--- config.mk ---
export PLATFORM = sky130hd
export DESIGN_NAME = wallace_mac_accumulator
export DESIGN_NICKNAME = d
export VERILOG_FILES = /design/src/rtl/wallace_mac_accumulator.sv
export SDC_FILE = /design/constraint.sdc
export NUM_CORES = 1
export LEC_CHECK = 0
export CORE_MARGIN = 1
export CORE_UTILIZATION = 30
export CTS_CLUSTER_SIZE = 8
export DETAILED_ROUTE_END_ITERATION = 12
export PLACE_DENSITY = 0.46
export SYNTH_ARGS = -nofsm -noshare
export SYNTH_HDL_FRONTEND = slang
export SYNTH_SLANG_ARGS = --single-unit
--- constraint.sdc ---
create_clock -name clk -period 6 [get_ports clk]
set_clock_uncertainty 0.15 [all_clocks]
set_input_delay 1.2 -clock clk [delete_from_list [all_inputs] [get_ports clk]]
set_output_delay 1.2 -clock clk [all_outputs]
set_load 0.05 [all_outputs]
--- src/rtl/wallace_mac_accumulator.sv ---
// Streaming multiply-accumulate stage: registered 4x4 signed-by-unsigned Wallace multiply
// feeding a saturating signed accumulator that emits one result per in_last-terminated vector.

module wallace_tree_multiplier (
  input  logic signed [3:0] a,
  input  logic        [3:0] b,
  output logic signed [7:0] p
);
  logic [7:0] a_ext;
  logic [7:0] pp0, pp1, pp2, pp3;
  logic [7:0] s1, m1, c1, s2, m2, c2;

  // Partial products are sign-extended to 8 bits; the product always fits, so mod-256 arithmetic is exact
  assign a_ext = {{4{a[3]}}, a};
  assign pp0   = b[0] ? a_ext        : 8'd0;
  assign pp1   = b[1] ? (a_ext << 1) : 8'd0;
  assign pp2   = b[2] ? (a_ext << 2) : 8'd0;
  assign pp3   = b[3] ? (a_ext << 3) : 8'd0;

  assign s1 = pp0 ^ pp1 ^ pp2;
  assign m1 = (pp0 & pp1) | (pp0 & pp2) | (pp1 & pp2);
  assign c1 = m1 << 1;
  assign s2 = s1 ^ c1 ^ pp3;
  assign m2 = (s1 & c1) | (s1 & pp3) | (c1 & pp3);
  assign c2 = m2 << 1;
  assign p  = s2 + c2;
endmodule

module wallace_mac_accumulator #(
  parameter int ACC_W = 12
) (
  input  logic                    clk,
  input  logic                    rst_n,
  input  logic                    in_valid,
  output logic                    in_ready,
  input  logic signed [3:0]       in_a,
  input  logic        [3:0]       in_b,
  input  logic                    in_last,
  output logic                    out_valid,
  input  logic                    out_ready,
  output logic signed [ACC_W-1:0] out_acc,
  output logic                    out_ovf
);
  localparam logic signed [ACC_W-1:0] ACC_MAX = {1'b0, {(ACC_W-1){1'b1}}};
  localparam logic signed [ACC_W-1:0] ACC_MIN = {1'b1, {(ACC_W-1){1'b0}}};

  function automatic logic sat_hit(input logic signed [ACC_W:0] s);
    return s[ACC_W] != s[ACC_W-1];
  endfunction

  function automatic logic signed [ACC_W-1:0] sat_acc(input logic signed [ACC_W:0] s);
    if (sat_hit(s)) return s[ACC_W] ? ACC_MIN : ACC_MAX;
    return s[ACC_W-1:0];
  endfunction

  logic                    rdy_en;
  logic signed [3:0]       a_p1;
  logic        [3:0]       b_p1;
  logic                    last_p1;
  logic                    vld_p1;
  logic signed [7:0]       prod_p1;
  logic signed [ACC_W-1:0] acc_p2;
  logic                    sticky_p2;
  logic signed [ACC_W:0]   sum_p1;
  logic signed [ACC_W-1:0] sum_sat_p1;
  logic                    hit_p1;
  logic                    adv;
  logic                    accept;

  assign adv      = vld_p1 && (!last_p1 || !out_valid || out_ready);
  // rdy_en holds in_ready low until the first edge after reset release
  assign in_ready = rdy_en && (!vld_p1 || adv);
  assign accept   = in_valid && in_ready;

  // S1: operand register
  always_ff @(posedge clk) begin
    if (accept) begin
      a_p1    <= in_a;
      b_p1    <= in_b;
      last_p1 <= in_last;
    end
  end

  // S2: multiply, extend, add and saturate
  wallace_tree_multiplier u_mul (
    .a (a_p1),
    .b (b_p1),
    .p (prod_p1)
  );

  assign sum_p1     = {acc_p2[ACC_W-1], acc_p2} + {{(ACC_W-7){prod_p1[7]}}, prod_p1};
  assign sum_sat_p1 = sat_acc(sum_p1);
  assign hit_p1     = sat_hit(sum_p1);

  always_ff @(posedge clk or negedge rst_n) begin
    if (!rst_n) begin
      rdy_en    <= 1'b0;
      vld_p1    <= 1'b0;
      acc_p2    <= '0;
      sticky_p2 <= 1'b0;
      out_valid <= 1'b0;
      out_acc   <= '0;
      out_ovf   <= 1'b0;
    end else begin
      rdy_en <= 1'b1;
      if (accept)   vld_p1 <= 1'b1;
      else if (adv) vld_p1 <= 1'b0;

      if (adv && last_p1) begin
        out_acc   <= sum_sat_p1;
        out_ovf   <= sticky_p2 | hit_p1;
        out_valid <= 1'b1;
        acc_p2    <= '0;
        sticky_p2 <= 1'b0;
      end else begin
        if (adv) begin
          acc_p2    <= sum_sat_p1;
          sticky_p2 <= sticky_p2 | hit_p1;
        end
        if (out_valid && out_ready) out_valid <= 1'b0;
      end
    end
  end
endmodule
==> results of run 1 <==
[Yosys cell counts (all sizes together)]
cell and n:
dfrtp 29, o21ai 28, nand2 27, a21oi 23, ha 21, and2 16, xnor2 10, a21boi 9
a21o 9, edfxtp 9, fa 8, clkbuf 6, nor2 6, xor2 5, nand3 4, inv 3
a221oi 2, and3 2, o31a 2, a2111o 1, a211o 1, a211oi 1, a2bb2oi 1, and2b 1
buf 1, conb 1, mux2 1, nand2b 1, nand4 1, nor2b 1, nor3 1, o211a 1
o21a 1, o21bai 1, o221ai 1, o22ai 1, or3 1
[worst register-to-register path: stages (launching register included)]
cell,delay [ns]
sky130_fd_sc_hd__edfxtp_1,0.46
sky130_fd_sc_hd__and2_1,0.20
sky130_fd_sc_hd__fa_1,0.45
sky130_fd_sc_hd__fa_1,0.47
sky130_fd_sc_hd__ha_1,0.23
sky130_fd_sc_hd__fa_1,0.41
sky130_fd_sc_hd__a21o_1,0.20
sky130_fd_sc_hd__a21oi_1,0.17
sky130_fd_sc_hd__xnor2_1,0.32
sky130_fd_sc_hd__ha_1,0.41
sky130_fd_sc_hd__a21o_1,0.18
sky130_fd_sc_hd__a21oi_1,0.17
sky130_fd_sc_hd__and2b_1,0.20
sky130_fd_sc_hd__a2111o_1,0.48
sky130_fd_sc_hd__a21o_4,0.31
sky130_fd_sc_hd__a21boi_2,0.21
sky130_fd_sc_hd__o21ai_1,0.08
[registers in the layout (all words and copies together) (netlist names)]
name,flops
acc_p2,12
last_p1,1
out_ovf,1
b_p1,4
vld_p1,1
a_p1,4
sticky_p2,1
out_valid,1
out_acc,12
rdy_en,1
[placed cells by master, fill, tap and decap left out, types with 8 or more instances in the layout]
master / n
sky130_fd_sc_hd__ha_1: 21
sky130_fd_sc_hd__a21boi_2: 8
sky130_fd_sc_hd__a21oi_1: 21
sky130_fd_sc_hd__clkdlybuf4s50_1: 27
sky130_fd_sc_hd__nand2_1: 27
sky130_fd_sc_hd__edfxtp_1: 9
sky130_fd_sc_hd__xnor2_1: 10
sky130_fd_sc_hd__a21o_1: 8
sky130_fd_sc_hd__o21ai_0: 16
sky130_fd_sc_hd__and2_1: 16
sky130_fd_sc_hd__fa_1: 8
sky130_fd_sc_hd__dfrtp_1: 29
sky130_fd_sc_hd__o21ai_1: 10
[per-layer routing]
| layer | track usage | vias up | wire length [um] |
|---|---|---|---|
| met5 | 0 | - | 0 |
| met4 | 0.0462 | 0 | 53 |
| met3 | 0.0194 | 6 | 159 |
| met2 | 0.184 | 29 | 2250 |
| met1 | 0.208 | 866 | 2840 |
| li1 | - | 906 | - |
[how the worst min path moves through the flow]
stage | end | depth (start not counted)
finish | out_acc[11] | 2
global route | sticky_p2 | 2
CTS | out_acc[11] | 2
detailed placement | out_acc[11] | 2
global placement | out_acc[11] | 2
floorplan | sticky_p2 | 2
[kinds of logic after synthesis]
family	share of synthesized area
AO/OA/AOI/OAI	0.242
flip-flops	0.395
buffers and inverters	0.0178
adder cells (fa/ha/maj)	0.168
AND/OR/NAND/NOR	0.118
multiplexers	0.00595
XOR/XNOR	0.0521
other	0.00149
[final cells by class]
cell class | instances | area, um2 | area share
multi-input cells | 189 | 1480 | 0.495
repair buffers | 29 | 285 | 0.0952
flip-flops and latches | 38 | 996 | 0.332
inverters | 3 | 11.3 | 0.00376
clock buffers | 7 | 86.3 | 0.0288
clock inverters | 1 | 5.00 | 0.00167
well taps | 105 | 131 | 0.0438
[per-stage QoR]
step                      setup slack, ns  utilization
after floorplan                      1.13            -
after global placement              0.791        0.356
after detailed placement            0.799        0.356
after CTS                           0.742        0.367
after global routing                0.444        0.367
final                               0.778        0.367
==> results_tabular.tex, run 1 <==
\begin{tabular}{lr}
\hline
Metric & Value \\
\hline
\multicolumn{2}{l}{\textbf{Run status}} \\
\quad Run status & completed \\
\multicolumn{2}{l}{\textbf{Clock tree}} \\
\quad Clock tree from TritonCTS & done \\
\quad Root Buffer Master & sky130\_fd\_sc\_hd\_\_clkbuf\_8 \\
\quad Clk\_lat worst skew & 0.29 ns \\
\quad TritonCTS Buffers & 5 \\
\quad Max Root-Sink Buffers & 2 \\
\quad Clk slew on worst S/H paths & 0.08 ns \\
\quad Clk sinks & 38 \\
\quad CTS Hold Buffers Added & 0 \\
\quad Number of gates resized after cts & 0 \\
\quad Buffers inserted during post-CTS setup optimization & 0 \\
\quad H-Tree Depth & 2 \\
\multicolumn{2}{l}{\textbf{Routing}} \\
\quad Antenna violation net count after detailed routing & 0 \\
\quad DRC violation total after the first TritonRoute iteration & 80 \\
\quad Via/cell ratio & 4.86 \\
\quad Vias post-DR & 1807 \\
\quad Remaining routing DRC violations & 0 \\
\quad Total Routed Length & 5.31 mm \\
\quad Wire length per cell after detailed routing & 14.3 um \\
\quad Number of detailed-routing iterations run before antenna repair & 4 \\
\multicolumn{2}{l}{\textbf{Global route}} \\
\quad Vias in the first global route & 1752 \\
\quad Maximum number of pins on one net before global-route repair & 38 \\
\quad Grt ovf & 0 \\
\quad First-pass GRT wire length & 8.99 mm \\
\quad Total track usage & 0.133 \\
\quad Initial antenna violation count & 0 \\
\multicolumn{2}{l}{\textbf{Setup path}} \\
\quad CP delay by family, top & adder cells \\
\quad Last element of the critical path & out\_acc[0] \\
\quad Critical Path AT & 5.21 ns \\
\quad R2R cell count & 16 \\
\quad Count of cell instances traversed by the critical path & 16 \\
\quad Startpoint of the most critical register-to-register path & a\_p1[2] \\
\quad Critical path startpoint category & flip-flop \\
\quad Category of the most critical setup path & reg2reg \\
\quad Worst path most repeated cell & sky130\_fd\_sc\_hd\_\_fa\_1 \\
\quad Required time at the worst-slack endpoint & 5.99 ns \\
\quad Endpoint of the worst register-to-register path & out\_acc[0] \\
\quad Crit-path max cell delay & 0.48 ns \\
\quad Worst path buffer plus inverter count & 0 \\
\quad Worst-path fanout max & 8 \\
\quad Cell type of the slowest stage on the worst timing path & sky130\_fd\_sc\_hd\_\_a2111o\_1 \\
\quad Setup slack on the worst flop-to-flop path & 0.78 ns \\
\quad Worst setup path start & a\_p1[2] \\
\quad Kind of end point of the critical path & flip-flop \\
\quad Series of cell instances along the critical path & and2\_1 -> fa\_1 -> fa\_1 -> ha\_1 -> fa\_1 -> a21o\_1 -> a21oi\_1 -> xnor2\_1 -> ha\_1 -> a21o\_1 -> a21oi\_1 -> and2b\_1 -> a2111o\_1 -> a21o\_4 -> a21boi\_2 -> o21ai\_1 \\
\multicolumn{2}{l}{\textbf{Timing}} \\
\quad Unrepaired setup endpoints after global routing & false \\
\quad Final-report max-slew violation count & 0 \\
\quad Total of endpoints with negative setup slack in the final report & 0 \\
\quad Hold Fails Final Rpt & 0 \\
\quad Setup TNS Final & 0 ns \\
\quad Fmax achieved & 192 MHz \\
\quad Slew at the pin closest to its max-slew limit & 1.07 ns \\
\quad Time the worst path needs with I/O delays and setup & 5.22 ns \\
\quad Hold slack final & 0.333 ns \\
\quad Final clock period utilization by the worst path & 0.870 \\
\quad Slew HR & 0.285 \\
\multicolumn{2}{l}{\textbf{Synthesis}} \\
\quad Top cells by area in the synthesized netlist & sky130\_fd\_sc\_hd\_\_dfrtp\_1, sky130\_fd\_sc\_hd\_\_edfxtp\_1, sky130\_fd\_sc\_hd\_\_ha\_1 \\
\quad YS warnings & 0 \\
\quad Avg Synthesized Cell Area & 10.6 um2 \\
\quad Synth cell types & 44 \\
\quad Sequential element share of the synthesized area & 0.395 \\
\quad Area share of the largest cell type after synthesis & 0.288 \\
\quad Number of register bits inferred by synthesis & 38 \\
\quad Net count of the mapped netlist & 279 \\
\quad Cell taking the most area after synthesis & sky130\_fd\_sc\_hd\_\_dfrtp\_1 \\
\quad Count of mapped cells out of synthesis & 237 \\
\quad Syn Std Cell Area & 2520 um2 \\
\multicolumn{2}{l}{\textbf{Floorplanning}} \\
\quad Die Ht & 93.7 um \\
\quad Area of the core region & 8180 um2 \\
\quad Std-Cell Rows & 33 \\
\quad I/O pins & 28 \\
\quad Width of the die & 93.7 um \\
\quad DIE AREA & 8780 um2 \\
\quad Starting density of the core & 0.309 \\
\multicolumn{2}{l}{\textbf{Placed design}} \\
\quad Global placer's final weighted congestion & 0.764 \\
\quad Final HPWL from detailed placement & 3.99 mm \\
\quad Instance count after placement with tap cells included & 364 \\
\quad Port-buffer cells & 27 \\
\quad Post-place instance area & 2910 um2 \\
\multicolumn{2}{l}{\textbf{Layout}} \\
\quad Final nets & 308 \\
\quad Share of layout cells above drive strength 1 & 0.101 \\
\quad Post-synthesis to final-layout area growth & 18.8\% \\
\quad Post-route design area & 3000 um2 \\
\quad Non-filler instance count after layout & 372 \\
\quad \# diodes & 0 \\
\quad Fillcell total & 829 \\
\multicolumn{2}{l}{\textbf{Hold path}} \\
\quad Startpoint of the worst hold path & out\_acc[11] \\
\quad Hold WC Path Type & reg2reg \\
\multicolumn{2}{l}{\textbf{Run}} \\
\quad Maxcap violations & 0 \\
\hline
\end{tabular}
Power of run 1 is not shown: default switching activity piles up to over one toggle a cycle in this logic, so the estimate is an artifact.
==> run 2: changes to the inputs <==
Settings changed: ABC_AREA set to 1, PLACE_DENSITY 0.46 to 0.45.
==> run 2 against run 1 <==
Count of clock-buffer cells in the layout fell by 2. Critical path type unchanged. Routed wire length up 12%. Largest cell class unchanged. Flip-flop and latch count unchanged. Core utilization rose by 0.21 points. Hold slack lost 0.0017 ns. Synthesized area up 11%.
==> results_tabular.tex, run 2 <==
\begin{tabular}{lr}
\hline
Metric & Value \\
\hline
\multicolumn{2}{l}{\textbf{Run}} \\
\quad Maxcap violations & 0 (unchanged) \\
\multicolumn{2}{l}{\textbf{Setup path}} \\
\quad Startpoint of the most critical register-to-register path & b\_p1[0] \\
\quad Worst path most repeated cell & sky130\_fd\_sc\_hd\_\_nand2\_1 \\
\quad Worst path buffer plus inverter count & 2 (+2) \\
\quad Worst-path fanout max & 13 (+5) \\
\quad Series of cell instances along the critical path & nand2\_1 -> inv\_1 -> fa\_1 -> fa\_1 -> ha\_1 -> fa\_1 -> nand3\_1 -> nand2\_1 -> xnor2\_1 -> ha\_1 -> nand2\_2 -> inv\_1 -> a21oi\_2 -> nand3\_2 -> nand2\_1 -> nand2\_2 -> nand2\_2 -> nand2\_1 -> nand3\_1 -> nand2\_1 \\
\quad R2R cell count & 20 (+4) \\
\quad Crit-path max cell delay & 0.51 ns (+0.03 ns) \\
\quad CP delay by family, top & adder cells \\
\quad Endpoint of the worst register-to-register path & out\_acc[2] \\
\quad Required time at the worst-slack endpoint & 6.03 ns (+0.04 ns) \\
\quad Category of the most critical setup path & reg2reg \\
\quad Critical path startpoint category & flip-flop \\
\quad Kind of end point of the critical path & flip-flop \\
\quad Setup slack on the worst flop-to-flop path & 1.31 ns (+0.53 ns) \\
\quad Critical Path AT & 4.72 ns (-0.49 ns) \\
\quad Cell type of the slowest stage on the worst timing path & sky130\_fd\_sc\_hd\_\_xnor2\_1 \\
\multicolumn{2}{l}{\textbf{Floorplanning}} \\
\quad Area of the core region & 8890 um2 (+8.8\%) \\
\quad Starting density of the core & 0.315 (+0.00597) \\
\quad Width of the die & 98.6 um (+5.2\%) \\
\quad I/O pins & 28 (unchanged) \\
\quad Std-Cell Rows & 34 (+3.0\%) \\
\quad Die Ht & 98.6 um (+5.2\%) \\
\quad DIE AREA & 9720 um2 (+11\%) \\
\multicolumn{2}{l}{\textbf{Power and ir drop}} \\
\quad Comb pwr share & 0.667 \\
\quad Internal power of the cells & 0.974 mW \\
\quad Sequential share of power & 0.205 \\
\quad Total power draw & 2.01 mW \\
\quad Clock share of power & 0.128 \\
\quad Switching Fraction & 0.516 \\
\quad Leakage power & 1.75 nW \\
\quad Ratio of total power to cell area & 614 nW/um2 \\
\quad Net Switching & 1.04 mW \\
\quad IR drop worst, VDD & 0.299 mV \\
\multicolumn{2}{l}{\textbf{Synthesis}} \\
\quad Cell taking the most area after synthesis & sky130\_fd\_sc\_hd\_\_dfrtp\_1 \\
\quad Dominant synthesized flop cell & sky130\_fd\_sc\_hd\_\_dfrtp\_1 \\
\quad Cell with the most instances after synthesis & sky130\_fd\_sc\_hd\_\_nand2\_1 \\
\quad Post-synth top cells & sky130\_fd\_sc\_hd\_\_nand2\_1, sky130\_fd\_sc\_hd\_\_inv\_1, sky130\_fd\_sc\_hd\_\_dfrtp\_1 \\
\quad Avg Synthesized Cell Area & 8.11 um2 (-24\%) \\
\quad Top cells by area in the synthesized netlist & sky130\_fd\_sc\_hd\_\_dfrtp\_1, sky130\_fd\_sc\_hd\_\_nand2\_1, sky130\_fd\_sc\_hd\_\_edfxtp\_1 \\
\quad Syn Std Cell Area & 2800 um2 (+11\%) \\
\quad Number of synthesized flops with an enable pin & 9 (unchanged) \\
\quad Async S/R FF share, synth & 0.763 (unchanged) \\
\quad Number of register bits inferred by synthesis & 38 (unchanged) \\
\quad Synth cell types & 28 (-36\%) \\
\quad YS warnings & 0 (unchanged) \\
\quad Sequential element share of the synthesized area & 0.356 (-0.0387) \\
\quad Net count of the mapped netlist & 387 (+39\%) \\
\quad Area share of the largest cell type after synthesis & 0.259 (-0.0282) \\
\quad Count of mapped cells out of synthesis & 345 (+46\%) \\
\multicolumn{2}{l}{\textbf{Clock tree}} \\
\quad Clk slew on worst S/H paths & 0.08 ns (about the same) \\
\quad Buffers inserted during post-CTS setup optimization & 0 (unchanged) \\
\quad TritonCTS Buffers & 5 (unchanged) \\
\quad CTS Hold Buffers Added & 0 (unchanged) \\
\quad Clk sinks & 38 (unchanged) \\
\quad Clock tree from TritonCTS & done \\
\quad Clk\_lat worst skew & 0.29 ns (about the same) \\
\quad Root Buffer Master & sky130\_fd\_sc\_hd\_\_clkbuf\_8 \\
\quad Max Root-Sink Buffers & 2 (unchanged) \\
\quad H-Tree Depth & 2 (unchanged) \\
\quad Number of gates resized after cts & 0 (unchanged) \\
\multicolumn{2}{l}{\textbf{Placed design}} \\
\quad Global placer's final weighted congestion & 0.771 (+0.84\%) \\
\quad Final HPWL from detailed placement & 4.64 mm (+16\%) \\
\quad Instance count after placement with tap cells included & 475 (+30\%) \\
\quad Setup WS pre-CTS & 1.23 ns (+0.426 ns) \\
\quad Port-buffer cells & 27 (unchanged) \\
\multicolumn{2}{l}{\textbf{Layout}} \\
\quad Final nets & 416 (+35\%) \\
\quad Largest registers & acc\_p2 x12, out\_acc x12 \\
\quad Top library cells by usage in the layout, fill and taps aside & sky130\_fd\_sc\_hd\_\_nand2\_1, sky130\_fd\_sc\_hd\_\_inv\_1, sky130\_fd\_sc\_hd\_\_dfrtp\_1 \\
\quad Non-filler instance count after layout & 483 (+30\%) \\
\quad Post-synthesis to final-layout area growth & 17.2\% \\
\quad \# diodes & 0 (unchanged) \\
\quad Share of layout cells above drive strength 1 & 0.128 (+0.0269) \\
\quad Leading cell type in the layout, fill and taps excluded & sky130\_fd\_sc\_hd\_\_nand2\_1 \\
\multicolumn{2}{l}{\textbf{Hold path}} \\
\quad Hold depth & 2 (unchanged) \\
\quad Hold WC Path Type & reg2reg \\
\quad Worst Hold End & out\_acc[10] \\
\quad Startpoint of the worst hold path & out\_acc[10] \\
\multicolumn{2}{l}{\textbf{Global route}} \\
\quad Total track usage & 0.132 (-0.00142) \\
\quad Vias in the first global route & 2094 (+20\%) \\
\quad Initial antenna violation count & 0 (unchanged) \\
\quad Maximum number of pins on one net before global-route repair & 30 (-21\%) \\
\quad Grt ovf & 0 (unchanged) \\
\quad First-pass GRT wire length & 10.2 mm (+14\%) \\
\multicolumn{2}{l}{\textbf{Routing}} \\
\quad Via/cell ratio & 4.50 (-7.3\%) \\
\quad Antenna violation net count after detailed routing & 0 (unchanged) \\
\quad Total Routed Length & 5.97 mm (+12\%) \\
\quad Wire length per cell after detailed routing & 12.4 um (-13\%) \\
\quad Number of detailed-routing iterations run before antenna repair & 4 (unchanged) \\
\quad Vias post-DR & 2174 (+20\%) \\
\quad DRC violation total after the first TritonRoute iteration & 103 (+29\%) \\
\quad Remaining routing DRC violations & 0 (unchanged) \\
\multicolumn{2}{l}{\textbf{Timing}} \\
\quad Time the worst path needs with I/O delays and setup & 4.69 ns (-0.530 ns) \\
\quad Final clock period utilization by the worst path & 0.782 (-0.0883) \\
\quad Final-report max-slew violation count & 0 (unchanged) \\
\quad Hold Fails Final Rpt & 0 (unchanged) \\
\quad Worst Slack Setup Final & 1.31 ns (+0.530 ns) \\
\quad Slew at the pin closest to its max-slew limit & 0.880 ns (-0.190 ns) \\
\quad Slew HR & 0.412 (+0.126) \\
\quad Unrepaired setup endpoints after global routing & false \\
\quad Total of endpoints with negative setup slack in the final report & 0 (unchanged) \\
\quad Fmax achieved & 213 MHz (+11\%) \\
\quad Setup TNS Final & 0 ns (unchanged) \\
\multicolumn{2}{l}{\textbf{Run status}} \\
\quad Run status & completed \\
\hline
\end{tabular}
## run 2: how the worst max path moves through the flow
stage | from | to | cells past startpoint
global route | b_p1[0] | out_acc[10] | 19
CTS | b_p1[0] | out_acc[2] | 20
detailed placement | b_p1[0] | out_acc[10] | 20
finish | b_p1[0] | out_acc[2] | 20
global placement | b_p1[0] | out_acc[2] | 20
floorplan | b_p1[0] | out_acc[5] | 21
## run 2: power groups by stage
stage          Combinational, mW  Sequential [mW]  Clock (mW)
2_1_floorplan              0.986            0.541           0
3_3_place_gp                1.36            0.421           0
6_report                    1.34            0.413       0.258
3_5_place_dp                1.35            0.417           0
4_1_cts                     1.36            0.414       0.266
5_1_grt                     1.50            0.425       0.277
## run 2: cell type report
cell class | count | area [um2]
clock buffers | 5 | 68.8
clock inverters | 3 | 63.8
fillers | 936 | 5610
inverters | 35 | 131
multi-input cells | 266 | 1610
flip-flops and latches | 38 | 996
well taps | 108 | 135
repair buffers | 28 | 278
## run 2: stage by stage
| stage | util | area, um2 | hold slack, ns |
|---|---|---|---|
| final | 0.369 | 3280 | 0.331 |
| after global placement | 0.354 | 3150 | 0.317 |
| after floorplan | - | 2800 | 0.300 |
| after CTS | 0.369 | 3280 | 0.338 |
| after global routing | 0.369 | 3280 | 0.364 |
| after detailed placement | 0.354 | 3150 | 0.314 |
## run 2: tightest hold or removal path, stage by stage (launching register included)
cell,delay (ns)
sky130_fd_sc_hd__dfrtp_1,0.34
sky130_fd_sc_hd__nand2_1,0.05
sky130_fd_sc_hd__nand2_1,0.05
## run 2: logic make-up after synthesis
family                     Yosys count  synth area share
other                                1           0.00134
adders and majority gates           29             0.151
DFF                                 38             0.356
buffers and inverters               41            0.0698
xor gates and xnor gates            13            0.0407
AOI/OAI and AO/OA                   19            0.0474
and+or+nand+nor                    204             0.334
## run 2: layer usage
layer	vias to the layer above	wire length, um	track usage
li1	1133	-	-
met1	1005	3240	0.207
met2	32	2520	0.187
met3	4	132	0.0177
met4	0	72	0.0379
met5	-	0	0
Note: power is estimated with default switching activity, not from simulation.
==> run 3: changes to the inputs <==
Settings changed: PLACE_DENSITY 0.45 to 0.47.
Clock period 6 ns to 4.09 ns, I/O delays scaled along.
==> run 3 against run 2 <==
Maximum frequency rose by 15%. Register-to-register slack worse by 1.3 ns. First-iteration DRC count fell by 41%. Routed wire length rose by 13%. Non-clock buffer count up 42. Sequential share of layout area decreased by 6.0 points. Critical path type unchanged. Flip-flop and latch count did not move.
==> results_tabular.tex, run 3 (synthesized netlist as in run 2, its figures left out) <==
\begin{tabular}{lr}
\hline
Metric & Value \\
\hline
\multicolumn{2}{l}{\textbf{Global route}} \\
\quad Grt ovf & 0 (unchanged) \\
\quad First-pass GRT wire length & 11.1 mm (+8.5\%) \\
\quad Total track usage & 0.144 (+0.0120) \\
\quad Maximum number of pins on one net before global-route repair & 30 (unchanged) \\
\quad Initial antenna violation count & 0 (unchanged) \\
\quad Vias in the first global route & 2345 (+12\%) \\
\multicolumn{2}{l}{\textbf{Routing}} \\
\quad Antenna violation net count after detailed routing & 0 (unchanged) \\
\quad Sum of met2 wire segment lengths after detailed routing & 3.08 mm (+22\%) \\
\quad Number of detailed-routing iterations run before antenna repair & 6 (+2) \\
\quad Highest metal layer with signal wires & met4 \\
\quad DRC violation total after the first TritonRoute iteration & 61 (-41\%) \\
\quad Remaining routing DRC violations & 0 (unchanged) \\
\quad Total routed wire length on the met1 layer & 3.48 mm (+7.2\%) \\
\quad Met3 Routed Length & 105 um (-20\%) \\
\quad Total Routed Length & 6.75 mm (+13\%) \\
\quad Vias post-DR & 2353 (+8.2\%) \\
\quad Via/cell ratio & 4.47 (-0.61\%) \\
\quad Wire length per cell after detailed routing & 12.8 um (+3.8\%) \\
\multicolumn{2}{l}{\textbf{Timing}} \\
\quad Hold slack final & 0.332 ns (+0.000947 ns) \\
\quad Hold Fails Final Rpt & 0 (unchanged) \\
\quad Final-report max-slew violation count & 0 (unchanged) \\
\quad Fmax achieved & 245 MHz (+15\%) \\
\quad Setup TNS Final & 0 ns (unchanged) \\
\quad Total of endpoints with negative setup slack in the final report & 0 (unchanged) \\
\quad Final clock period utilization by the worst path & 1.00 (+0.218) \\
\quad Slew HR & 0.366 (-0.0453) \\
\quad Unrepaired setup endpoints after global routing & true \\
\quad Slew at the pin closest to its max-slew limit & 0.947 ns (+0.0677 ns) \\
\quad Time the worst path needs with I/O delays and setup & 4.09 ns (-0.603 ns) \\
\multicolumn{2}{l}{\textbf{Clock tree}} \\
\quad Clk\_lat worst skew & 0.29 ns (about the same) \\
\quad H-Tree Depth & 2 (unchanged) \\
\quad CTS Hold Buffers Added & 0 (unchanged) \\
\quad TritonCTS Buffers & 5 (unchanged) \\
\quad Root Buffer Master & sky130\_fd\_sc\_hd\_\_clkbuf\_8 \\
\quad Clk slew on worst S/H paths & 0.07 ns (about the same) \\
\quad Clock tree from TritonCTS & done \\
\quad Max Root-Sink Buffers & 2 (unchanged) \\
\quad Clk sinks & 38 (unchanged) \\
\multicolumn{2}{l}{\textbf{Setup path}} \\
\quad Required time at the worst-slack endpoint & 4.12 ns (-1.91 ns) \\
\quad Kind of end point of the critical path & flip-flop \\
\quad Worst-path fanout max & 7 (-6) \\
\quad Category of the most critical setup path & reg2reg \\
\quad Critical Path AT & 4.12 ns (-0.60 ns) \\
\quad Critical path startpoint category & flip-flop \\
\multicolumn{2}{l}{\textbf{Floorplanning}} \\
\quad DIE AREA & 9720 um2 (unchanged) \\
\quad Starting density of the core & 0.315 (unchanged) \\
\quad Std-Cell Rows & 34 (unchanged) \\
\quad Die Ht & 98.6 um (unchanged) \\
\quad Area of the core region & 8890 um2 (unchanged) \\
\quad I/O pins & 28 (unchanged) \\
\quad Width of the die & 98.6 um (unchanged) \\
\multicolumn{2}{l}{\textbf{Layout}} \\
\quad Multi-input gate area in the final layout & 2040 um2 (+27\%) \\
\quad Share of layout cells above drive strength 1 & 0.366 (+0.238) \\
\quad Leading cell type in the layout, fill and taps excluded & sky130\_fd\_sc\_hd\_\_nand2\_1 \\
\quad Largest registers & acc\_p2 x12, out\_acc x12 \\
\quad Top library cells by usage in the layout, fill and taps aside & sky130\_fd\_sc\_hd\_\_nand2\_1, sky130\_fd\_sc\_hd\_\_buf\_4, sky130\_fd\_sc\_hd\_\_nand2\_2 \\
\quad Non-filler instance count after layout & 526 (+8.9\%) \\
\quad Post-synthesis to final-layout area growth & 46.1\% \\
\quad \# diodes & 0 (unchanged) \\
\quad Sequential cell area in the final layout & 996 um2 (unchanged) \\
\quad Fillcell total & 871 (-6.9\%) \\
\quad Final nets & 459 (+10\%) \\
\quad Share of the core filled with cells & 0.460 (+0.0908) \\
\multicolumn{2}{l}{\textbf{Placed design}} \\
\quad Global placer's final weighted congestion & 0.787 (+2.1\%) \\
\quad Port-buffer cells & 27 (unchanged) \\
\quad Final HPWL from detailed placement & 4.88 mm (+5.2\%) \\
\quad Instance count after placement with tap cells included & 505 (+6.3\%) \\
\multicolumn{2}{l}{\textbf{Run}} \\
\quad Maxcap violations & 0 (unchanged) \\
\multicolumn{2}{l}{\textbf{Hold path}} \\
\quad Hold WC Path Type & reg2reg \\
\multicolumn{2}{l}{\textbf{Run status}} \\
\quad Run status & completed \\
\hline
\end{tabular}
run 3: worst paths after layout:
path                            start          end  slack, ns  depth (start not counted)
setup reg to reg              b_p1[1]  out_acc[10]      0.001                         21
hold / removal             out_acc[7]   out_acc[7]       0.33                          2
min in group asynchronous       rst_n    acc_p2[8]       0.75                          2
hold reg to reg            out_acc[7]   out_acc[7]       0.33                          2
max in group asynchronous       rst_n       vld_p1       2.75                          2
setup / recovery              b_p1[1]  out_acc[10]      0.001                         21
run 3: through the flow:
| step | instance area [um2] | setup slack [ns] |
|---|---|---|
| after floorplan | 2810 | 0.0688 |
| after global placement | 3390 | -0.255 |
| after detailed placement | 3390 | -0.362 |
| after CTS | 3800 | -0.00993 |
| after global routing | 4090 | -0.229 |
| final | 4090 | 0.00123 |
run 3: layout make-up:
| cell class | instances | share of cell area |
|---|---|---|
| inverters | 35 | 0.0321 |
| well taps | 108 | 0.0331 |
| multi-input cells | 267 | 0.499 |
| repair buffers | 70 | 0.159 |
| clock buffers | 5 | 0.0168 |
| clock inverters | 3 | 0.0156 |
| flip-flops and latches | 38 | 0.244 |
run 3: timing repair:
action / CTS / global route
setup buffers: 6 / 6
endpoints found under the setup margin: 26 / 25
resized for setup: 38 / 53
pin swaps: 20 / 36
cloned: 1 / 1
run 3: worst max-delay path: stages (launching register included):
cell and delay, ns:
sky130_fd_sc_hd__edfxtp_1 0.44, sky130_fd_sc_hd__nand2_1 0.11, sky130_fd_sc_hd__inv_2 0.07, sky130_fd_sc_hd__fa_2 0.61, sky130_fd_sc_hd__fa_2 0.48, sky130_fd_sc_hd__ha_4 0.28, sky130_fd_sc_hd__a21oi_4 0.16, sky130_fd_sc_hd__nand2_4 0.08
sky130_fd_sc_hd__xnor2_4 0.13, sky130_fd_sc_hd__buf_12 0.16, sky130_fd_sc_hd__ha_4 0.29, sky130_fd_sc_hd__nand2_2 0.07, sky130_fd_sc_hd__nor2_4 0.13, sky130_fd_sc_hd__nand3_2 0.12, sky130_fd_sc_hd__nand3_2 0.09, sky130_fd_sc_hd__nand2_2 0.06
sky130_fd_sc_hd__nand2_4 0.14, sky130_fd_sc_hd__nand2_8 0.11, sky130_fd_sc_hd__nand2_2 0.09, sky130_fd_sc_hd__nand2_2 0.06, sky130_fd_sc_hd__nand2_1 0.05, sky130_fd_sc_hd__nand2_1 0.06
run 3: per-layer routing:
layer | up-vias | global-route usage
met5 | - | 0
met4 | 0 | 0.0482
met3 | 5 | 0.0156
met2 | 26 | 0.226
met1 | 1095 | 0.207
li1 | 1227 | -
Power of run 3 is left out for the same reason.
